===== config.mk =====
export PLATFORM = sky130hd
export DESIGN_NAME = ysyx_22041207_lsu
export DESIGN_NICKNAME = d
export VERILOG_FILES = /design/src/rtl/ysyx_22041207_lsu.sv
export SDC_FILE = /design/constraint.sdc
export NUM_CORES = 2
export LEC_CHECK = 0
export BUFFER_PORTS_ARGS = -buffer_cell sky130_fd_sc_hd__buf_2
export CELL_PAD_IN_SITES_DETAIL_PLACEMENT = 0
export CELL_PAD_IN_SITES_GLOBAL_PLACEMENT = 1
export CORE_MARGIN = 4
export CORE_UTILIZATION = 44
export DETAILED_ROUTE_END_ITERATION = 12
export PLACE_DENSITY_LB_ADDON = 0.1
export SLEW_MARGIN = 40
export SYNTH_ARGS = -nofsm -noshare
export SYNTH_HDL_FRONTEND = slang
export SYNTH_SLANG_ARGS = --single-unit

===== constraint.sdc =====
create_clock -name clk -period 17.9 [get_ports clk]
set_input_delay 3.58 -clock clk [delete_from_list [all_inputs] [get_ports clk]]
set_output_delay 3.58 -clock clk [all_outputs]
set_load 0.005 [all_outputs]

===== src/rtl/ysyx_22041207_lsu.sv =====
// ---------------------------------------------------------------------------
// ysyx_22041207_lsu
// Load/store unit for the RV64 core. It takes the ALU-computed address, the
// rs2 store data and the decoder's memory descriptor (read enable, byte count,
// sign-extend flag, write mask). It runs the access on a 64-bit, 8-byte-aligned
// data bus and returns aligned, extended load data to writeback. An access that
// crosses an 8-byte boundary is split into two bus beats.
//
// Ports
//   clk, rst         rising-edge clock, asynchronous active-high reset
//   req_*            request channel (valid/ready), latched on accept
//   resp_valid       one-cycle completion pulse
//   resp_rdata/err   result and malformed-request flag, held until next completion
//   mem_valid/ready  bus request handshake; addr/wen/wdata/wstrb describe the beat
//   mem_rvalid/rdata read data return, may arrive with or after mem_ready
// ---------------------------------------------------------------------------
module ysyx_22041207_lsu #(
    parameter int ADDR_W = 64,
    parameter int DATA_W = 64
) (
    input  logic              clk,
    input  logic              rst,
    input  logic              req_valid,
    output logic              req_ready,
    input  logic [ADDR_W-1:0] req_addr,
    input  logic [DATA_W-1:0] req_wdata,
    input  logic [7:0]        req_wmask,
    input  logic              req_ren,
    input  logic [3:0]        req_rnum,
    input  logic              req_sext,
    output logic              resp_valid,
    output logic [DATA_W-1:0] resp_rdata,
    output logic              resp_err,
    output logic              mem_valid,
    input  logic              mem_ready,
    output logic [ADDR_W-1:0] mem_addr,
    output logic              mem_wen,
    output logic [DATA_W-1:0] mem_wdata,
    output logic [7:0]        mem_wstrb,
    input  logic              mem_rvalid,
    input  logic [DATA_W-1:0] mem_rdata
);

    typedef enum logic [2:0] {
        IDLE,
        BEAT0,
        WAIT0,
        BEAT1,
        WAIT1,
        DONE
    } state_t;

    state_t state;

    // Request fields latched on accept.
    logic              ren_q;
    logic              sext_q;
    logic              two_beat_q;
    logic [3:0]        size_q;
    logic [2:0]        off_q;
    logic [ADDR_W-1:0] base_q;
    logic [DATA_W-1:0] wdata_q;
    logic [7:0]        wmask_q;

    // Read buffer halves: buf0 from the first beat, buf1 from the second.
    logic [DATA_W-1:0] buf0;
    logic [DATA_W-1:0] buf1;

    // Request decode, evaluated on the incoming request.
    logic [3:0]          req_size;
    logic                req_bad;
    logic                req_null;
    logic                req_two;
    logic [ADDR_W-1:0]   req_base;
    logic [2*DATA_W-1:0] req_lane_data;
    logic [15:0]         req_lane_strb;

    // Second-beat lanes come from the latched request.
    logic [2*DATA_W-1:0] q_lane_data;
    logic [15:0]         q_lane_strb;

    // Beat progress.
    logic in_beat;
    logic in_wait;
    logic beat_done;
    logic go_wait;
    logic cap0;
    logic cap1;

    // Load result path.
    logic [DATA_W-1:0]   buf0_n;
    logic [DATA_W-1:0]   buf1_n;
    logic [2*DATA_W-1:0] joined;
    logic [DATA_W-1:0]   load_data;

    // A load carries its size in rnum and must not also carry a write mask;
    // a store derives its size from the mask, and only the four contiguous
    // masks are legal. rnum is ignored for stores.
    always_comb begin
        req_size = 4'd0;
        req_bad  = 1'b0;
        if (req_ren) begin
            if (req_wmask != 8'h00) begin
                req_bad = 1'b1;
            end
            case (req_rnum)
                4'd1, 4'd2, 4'd4, 4'd8: req_size = req_rnum;
                default:                req_bad  = 1'b1;
            endcase
        end else begin
            case (req_wmask)
                8'h00:   req_size = 4'd0;
                8'h01:   req_size = 4'd1;
                8'h03:   req_size = 4'd2;
                8'h0F:   req_size = 4'd4;
                8'hFF:   req_size = 4'd8;
                default: req_bad  = 1'b1;
            endcase
        end
    end

    assign req_null      = !req_ren && (req_wmask == 8'h00);
    assign req_base      = {req_addr[ADDR_W-1:3], 3'b000};
    assign req_two       = ({1'b0, req_addr[2:0]} + req_size) > 4'd8;
    assign req_lane_data = {{DATA_W{1'b0}}, req_wdata} << {req_addr[2:0], 3'b000};
    assign req_lane_strb = {8'h00, req_wmask} << req_addr[2:0];
    assign q_lane_data   = {{DATA_W{1'b0}}, wdata_q} << {off_q, 3'b000};
    assign q_lane_strb   = {8'h00, wmask_q} << off_q;

    // A write beat finishes on mem_ready. A read beat finishes when its data
    // arrives, either together with mem_ready or later in the WAIT state.
    assign in_beat   = (state == BEAT0) || (state == BEAT1);
    assign in_wait   = (state == WAIT0) || (state == WAIT1);
    assign beat_done = (in_beat && mem_ready && (!ren_q || mem_rvalid)) ||
                       (in_wait && mem_rvalid);
    assign go_wait   = in_beat && mem_ready && ren_q && !mem_rvalid;
    assign cap0      = ren_q && beat_done && ((state == BEAT0) || (state == WAIT0));
    assign cap1      = ren_q && beat_done && ((state == BEAT1) || (state == WAIT1));

    // The load result is formed from the buffer contents as they will be after
    // this cycle's capture, so the result can be registered on the same edge
    // that completes the last beat.
    always_comb begin
        buf0_n = cap0 ? mem_rdata : buf0;
        buf1_n = cap1 ? mem_rdata : buf1;
        joined = {buf1_n, buf0_n} >> {off_q, 3'b000};
        case (size_q)
            4'd1:    load_data = sext_q ? {{56{joined[7]}},  joined[7:0]}  : {56'd0, joined[7:0]};
            4'd2:    load_data = sext_q ? {{48{joined[15]}}, joined[15:0]} : {48'd0, joined[15:0]};
            4'd4:    load_data = sext_q ? {{32{joined[31]}}, joined[31:0]} : {32'd0, joined[31:0]};
            default: load_data = joined[DATA_W-1:0];
        endcase
    end

    // Control FSM with registered outputs. The bus beat is described by
    // registers that are loaded on the edge entering BEAT0/BEAT1 and left
    // untouched until the beat handshakes, which keeps addr/data/strb stable
    // under backpressure.
    always_ff @(posedge clk or posedge rst) begin
        if (rst) begin
            state      <= IDLE;
            req_ready  <= 1'b1;
            resp_valid <= 1'b0;
            resp_rdata <= '0;
            resp_err   <= 1'b0;
            mem_valid  <= 1'b0;
            mem_wen    <= 1'b0;
            mem_addr   <= '0;
            mem_wdata  <= '0;
            mem_wstrb  <= 8'h00;
            ren_q      <= 1'b0;
            sext_q     <= 1'b0;
            two_beat_q <= 1'b0;
            size_q     <= 4'd0;
            off_q      <= 3'd0;
            base_q     <= '0;
            wdata_q    <= '0;
            wmask_q    <= 8'h00;
            buf0       <= '0;
            buf1       <= '0;
        end else begin
            resp_valid <= 1'b0;

            case (state)
                IDLE: begin
                    if (req_valid && req_ready) begin
                        ren_q      <= req_ren;
                        sext_q     <= req_sext;
                        size_q     <= req_size;
                        off_q      <= req_addr[2:0];
                        base_q     <= req_base;
                        wdata_q    <= req_wdata;
                        wmask_q    <= req_wmask;
                        two_beat_q <= req_two;
                        req_ready  <= 1'b0;
                        if (req_bad || req_null) begin
                            // No bus traffic: complete straight away.
                            state      <= DONE;
                            resp_valid <= 1'b1;
                            resp_err   <= req_bad;
                            resp_rdata <= '0;
                        end else begin
                            state     <= BEAT0;
                            mem_valid <= 1'b1;
                            mem_addr  <= req_base;
                            mem_wen   <= !req_ren;
                            mem_wdata <= req_ren ? '0 : req_lane_data[DATA_W-1:0];
                            mem_wstrb <= req_ren ? 8'h00 : req_lane_strb[7:0];
                        end
                    end
                end

                BEAT0, WAIT0: begin
                    if (beat_done) begin
                        if (two_beat_q) begin
                            // Second beat targets the next 8-byte word; the
                            // address wraps naturally at the top of memory.
                            state     <= BEAT1;
                            mem_valid <= 1'b1;
                            mem_addr  <= base_q + ADDR_W'(8);
                            mem_wdata <= ren_q ? '0 : q_lane_data[2*DATA_W-1:DATA_W];
                            mem_wstrb <= ren_q ? 8'h00 : q_lane_strb[15:8];
                        end else begin
                            state      <= DONE;
                            mem_valid  <= 1'b0;
                            mem_wen    <= 1'b0;
                            mem_wstrb  <= 8'h00;
                            resp_valid <= 1'b1;
                            resp_err   <= 1'b0;
                            resp_rdata <= ren_q ? load_data : '0;
                        end
                    end else if (go_wait) begin
                        state     <= WAIT0;
                        mem_valid <= 1'b0;
                    end
                end

                BEAT1, WAIT1: begin
                    if (beat_done) begin
                        state      <= DONE;
                        mem_valid  <= 1'b0;
                        mem_wen    <= 1'b0;
                        mem_wstrb  <= 8'h00;
                        resp_valid <= 1'b1;
                        resp_err   <= 1'b0;
                        resp_rdata <= ren_q ? load_data : '0;
                    end else if (go_wait) begin
                        state     <= WAIT1;
                        mem_valid <= 1'b0;
                    end
                end

                DONE: begin
                    state     <= IDLE;
                    req_ready <= 1'b1;
                end

                default: begin
                    state     <= IDLE;
                    req_ready <= 1'b1;
                    mem_valid <= 1'b0;
                end
            endcase

            if (cap0) begin
                buf0 <= mem_rdata;
            end
            if (cap1) begin
                buf1 <= mem_rdata;
            end
        end
    end

endmodule


==> impl_metrics.toml <==
[clock_tree]
clk_path_buf_depth = 3
cts_tree = "done"
cts_sinks = 459
cts.hold.buffers_added = 0
cts.reportedPaths.clkPinSlew_ps = 60
post_cts_resized = 0
htree_levels = 2
worst_skew_pair.late_latency_ps = 610
cts_made_buffers = 54
cts_root_buffer = "clkbuf_16"
postCtsSetupBuffers = 0

[power_and_ir_drop]
pwr-share-seq = 0.330
switchingPower_w = 0.00256
intPower_w = 0.00322
p_leak_nw = 15.3
p_per_area_nw_per_um2 = 188
total_power_w = 0.00578
combPwrFrac = 0.471
netSwitchingFraction = 0.443
power_frac_clock = 0.198
peakVddDrop_v = 0.000102

[layout]
finalNetCount = 3418
fin_cells = 4019
drive_above_1_share = 0.219
syn_to_final_growth_pct = 17.3

[logic_synthesis]
ys.flop_type = "dfrtp_1"
postSynthAreaPerCell_um2 = 9.05
synth-async-reset-ratio = 1.00
yosys_warnings = 0
synth_area_um2 = 26200
synth_cell_types = 77
yosysSeqAreaShare = 0.438
syn_inst = 2895
synth_edf_count = 0
ys_ff_latch = 459

[route]
drc = 0
vias = 24100
first_pass_iters = 6
routed_wl_um = 101000
drt-vias-per-instance = 5.99
first_iter_violations = 2407
wl_per_cell_um = 25.0
ant_nets = 0

[sta]
period_needed_ps = 6230
finalSetupViolCount = 0
tns_ps = 0
finClkSkew_ps = 18.8
rsz0062_at_grt = "false"
period_share = 0.348
slew_violations = 0
fmax_mhz = 161
hold_viol_final = 0
tightestPinTransition_ps = 897
slew_headroom = 0.400

[critical_path]
cp.required_ps = 18360
r2r_slack_ps = 13790
r2r_start = "state[2]"
r2r_cells = 10
cp_max_fo = 59
worstPathArrival_ps = 6680
crit_path_end_kind = "flip-flop"
critPathLaunchType = "input port"
critPathSlowestCell = "a31o_2"
path_class = "in -> reg"
cp_cell_sequence = "buf_2 > and4b_1 > o211ai_4 > buf_6 > mux2i_2 > inv_2 > mux4_2 > nand3_2 > o211a_4 > a31o_2 > o21ai_1"
slowest_delay_ps = 590
rr_endpoint = "resp_rdata[63]"

[flow_run]
cap_viol_max_count = 0

[grt]
gr-total-overflow = 0
grt_antenna_before_repair = 9
grt_pass1_vias = 23800
grt_first_pass_wirelength_um = 151000
grt_max_degree = 93
grt_util_all_layers = 0.308

[floorplanning]
io_pins = 416
dieArea_um2 = 63500
die_w_um = 252
start_util = 0.444
fp.dieH_um = 252
num_rows = 89
core-area_um2 = 59000

[place]
dp_cells = 3919
io_buffers = 412
gp_congestion = 0.969
dp_hpwl_um = 70400

[hold_path]
worstHoldStart = "wdata_q[14]"
hold_path_end = "wdata_q[14]"
min-delay-path-class = "reg -> reg"
hold_depth = 2

[outcome]
status = "complete, no violations"
[routing by layer]
| metal | GRT usage | wire, um |
|---|---|---|
| met1 | 0.408 | 39900 |
| met2 | 0.499 | 47500 |
| met3 | 0.0603 | 8480 |
| met4 | 0.129 | 4690 |
| met5 | 0 | 34 |
[logic make-up after synthesis]
kind of cell               synth area share
and+or+nand+nor                       0.173
adders and majority gates           0.00306
buffers and inverters                0.0503
muxes                                 0.166
AOI/OAI and AO/OA                     0.149
xor gates and xnor gates             0.0207
other                              0.000143
DFF                                   0.438
[how the worst max path moves through the flow]
stage                startpoint        endpoint  slack [ps]  depth (start not counted)
floorplan                   rst      base_q[10]        1520                          1
CTS                 req_rnum[0]    mem_addr[46]       11570                         10
global placement      mem_ready  resp_rdata[42]       10930                         11
finish                mem_ready  resp_rdata[63]       11670                         11
detailed placement  req_rnum[0]    mem_addr[31]       10930                          9
global route        req_rnum[0]    mem_addr[38]       11480                          9
[registers in the layout, indices dropped and copies added (netlist names), 3 cells and up]
name / count
mem_wdata: 64
resp_rdata: 64
state: 3
buf0: 64
mem_wstrb: 8
mem_addr: 61
off_q: 3
wmask_q: 7
buf1: 56
size_q: 4
base_q: 61
wdata_q: 56
[cells in the mapped netlist, drive strengths merged (9+ instances only)]
cell    instances  area share
nor3           10      0.0019
xnor2          26      0.0087
a21o           11      0.0032
mux2           64       0.028
inv           108       0.015
a221oi         39       0.013
buf            72       0.015
nand4          19      0.0045
nand2         704        0.10
and3           14      0.0033
o21a           19      0.0054
a221o          15      0.0057
a21oi         116       0.022
o22ai          61       0.015
o211ai         17      0.0054
a22oi          34      0.0097
o31ai          17      0.0049
a31oi          12      0.0029
o21ai         170       0.032
nor2          260       0.037
o221ai         24      0.0080
a211oi         37       0.011
xor2           36       0.012
mux2i         210       0.081
clkbuf        136       0.019
dfrtp         458        0.44
mux4           67       0.058
nand3          44      0.0086
nor2b           9      0.0021
[power groups by stage]
stage	combinational, W	clock, W	sequential [W]
floorplan	0.00181	0	0.00175
global placement	0.00265	0	0.00190
detailed placement	0.00269	0	0.00191
CTS	0.00270	0.00116	0.00190
global route	0.00296	0.00121	0.00196
finish	0.00273	0.00115	0.00191
[per-stage QoR]
stage / area (um2) / hold slack [ps] / setup slack, ps / utilization
2_1_floorplan: 26200 / 440 / 1520 / -
3_3_place_gp: 28800 / 450 / 10930 / 0.487
3_5_place_dp: 28900 / 458 / 10930 / 0.489
4_1_cts: 30700 / 472 / 11570 / 0.520
5_1_grt: 30700 / 495 / 11480 / 0.520
6_report: 30700 / 471 / 11670 / 0.520
[placed cells by master (no fill, tap or decap), types with 39 or more instances in the layout]
| master | n |
|---|---|
| o22ai_1 | 61 |
| buf_2 | 411 |
| nand2_1 | 702 |
| mux4_2 | 67 |
| o21ai_0 | 124 |
| dfrtp_1 | 455 |
| nand3_1 | 43 |
| mux2i_1 | 208 |
| nor2_1 | 252 |
| o21ai_1 | 45 |
| clkbuf_16 | 57 |
| a221oi_1 | 39 |
| inv_1 | 103 |
| a21oi_1 | 111 |
| mux2_2 | 56 |
[final cells by class]
type	count	area [um2]
Fill cell	5566	28300
Multi-Input combinational cell	2120	13500
Sequential cell	459	11500
Timing Repair Buffer	457	2470
Clock buffer	85	1700
Tap cell	773	967
Inverter	110	423
Clock inverter	10	128
Antenna cell	5	12.5
[critical path: cells and delay by family]
family | cells | cell delay (ps)
compound gates | 4 | 1080
mux | 2 | 910
buf+inv | 3 | 750
simple gates | 2 | 320
(Power assumes the default switching activity.)
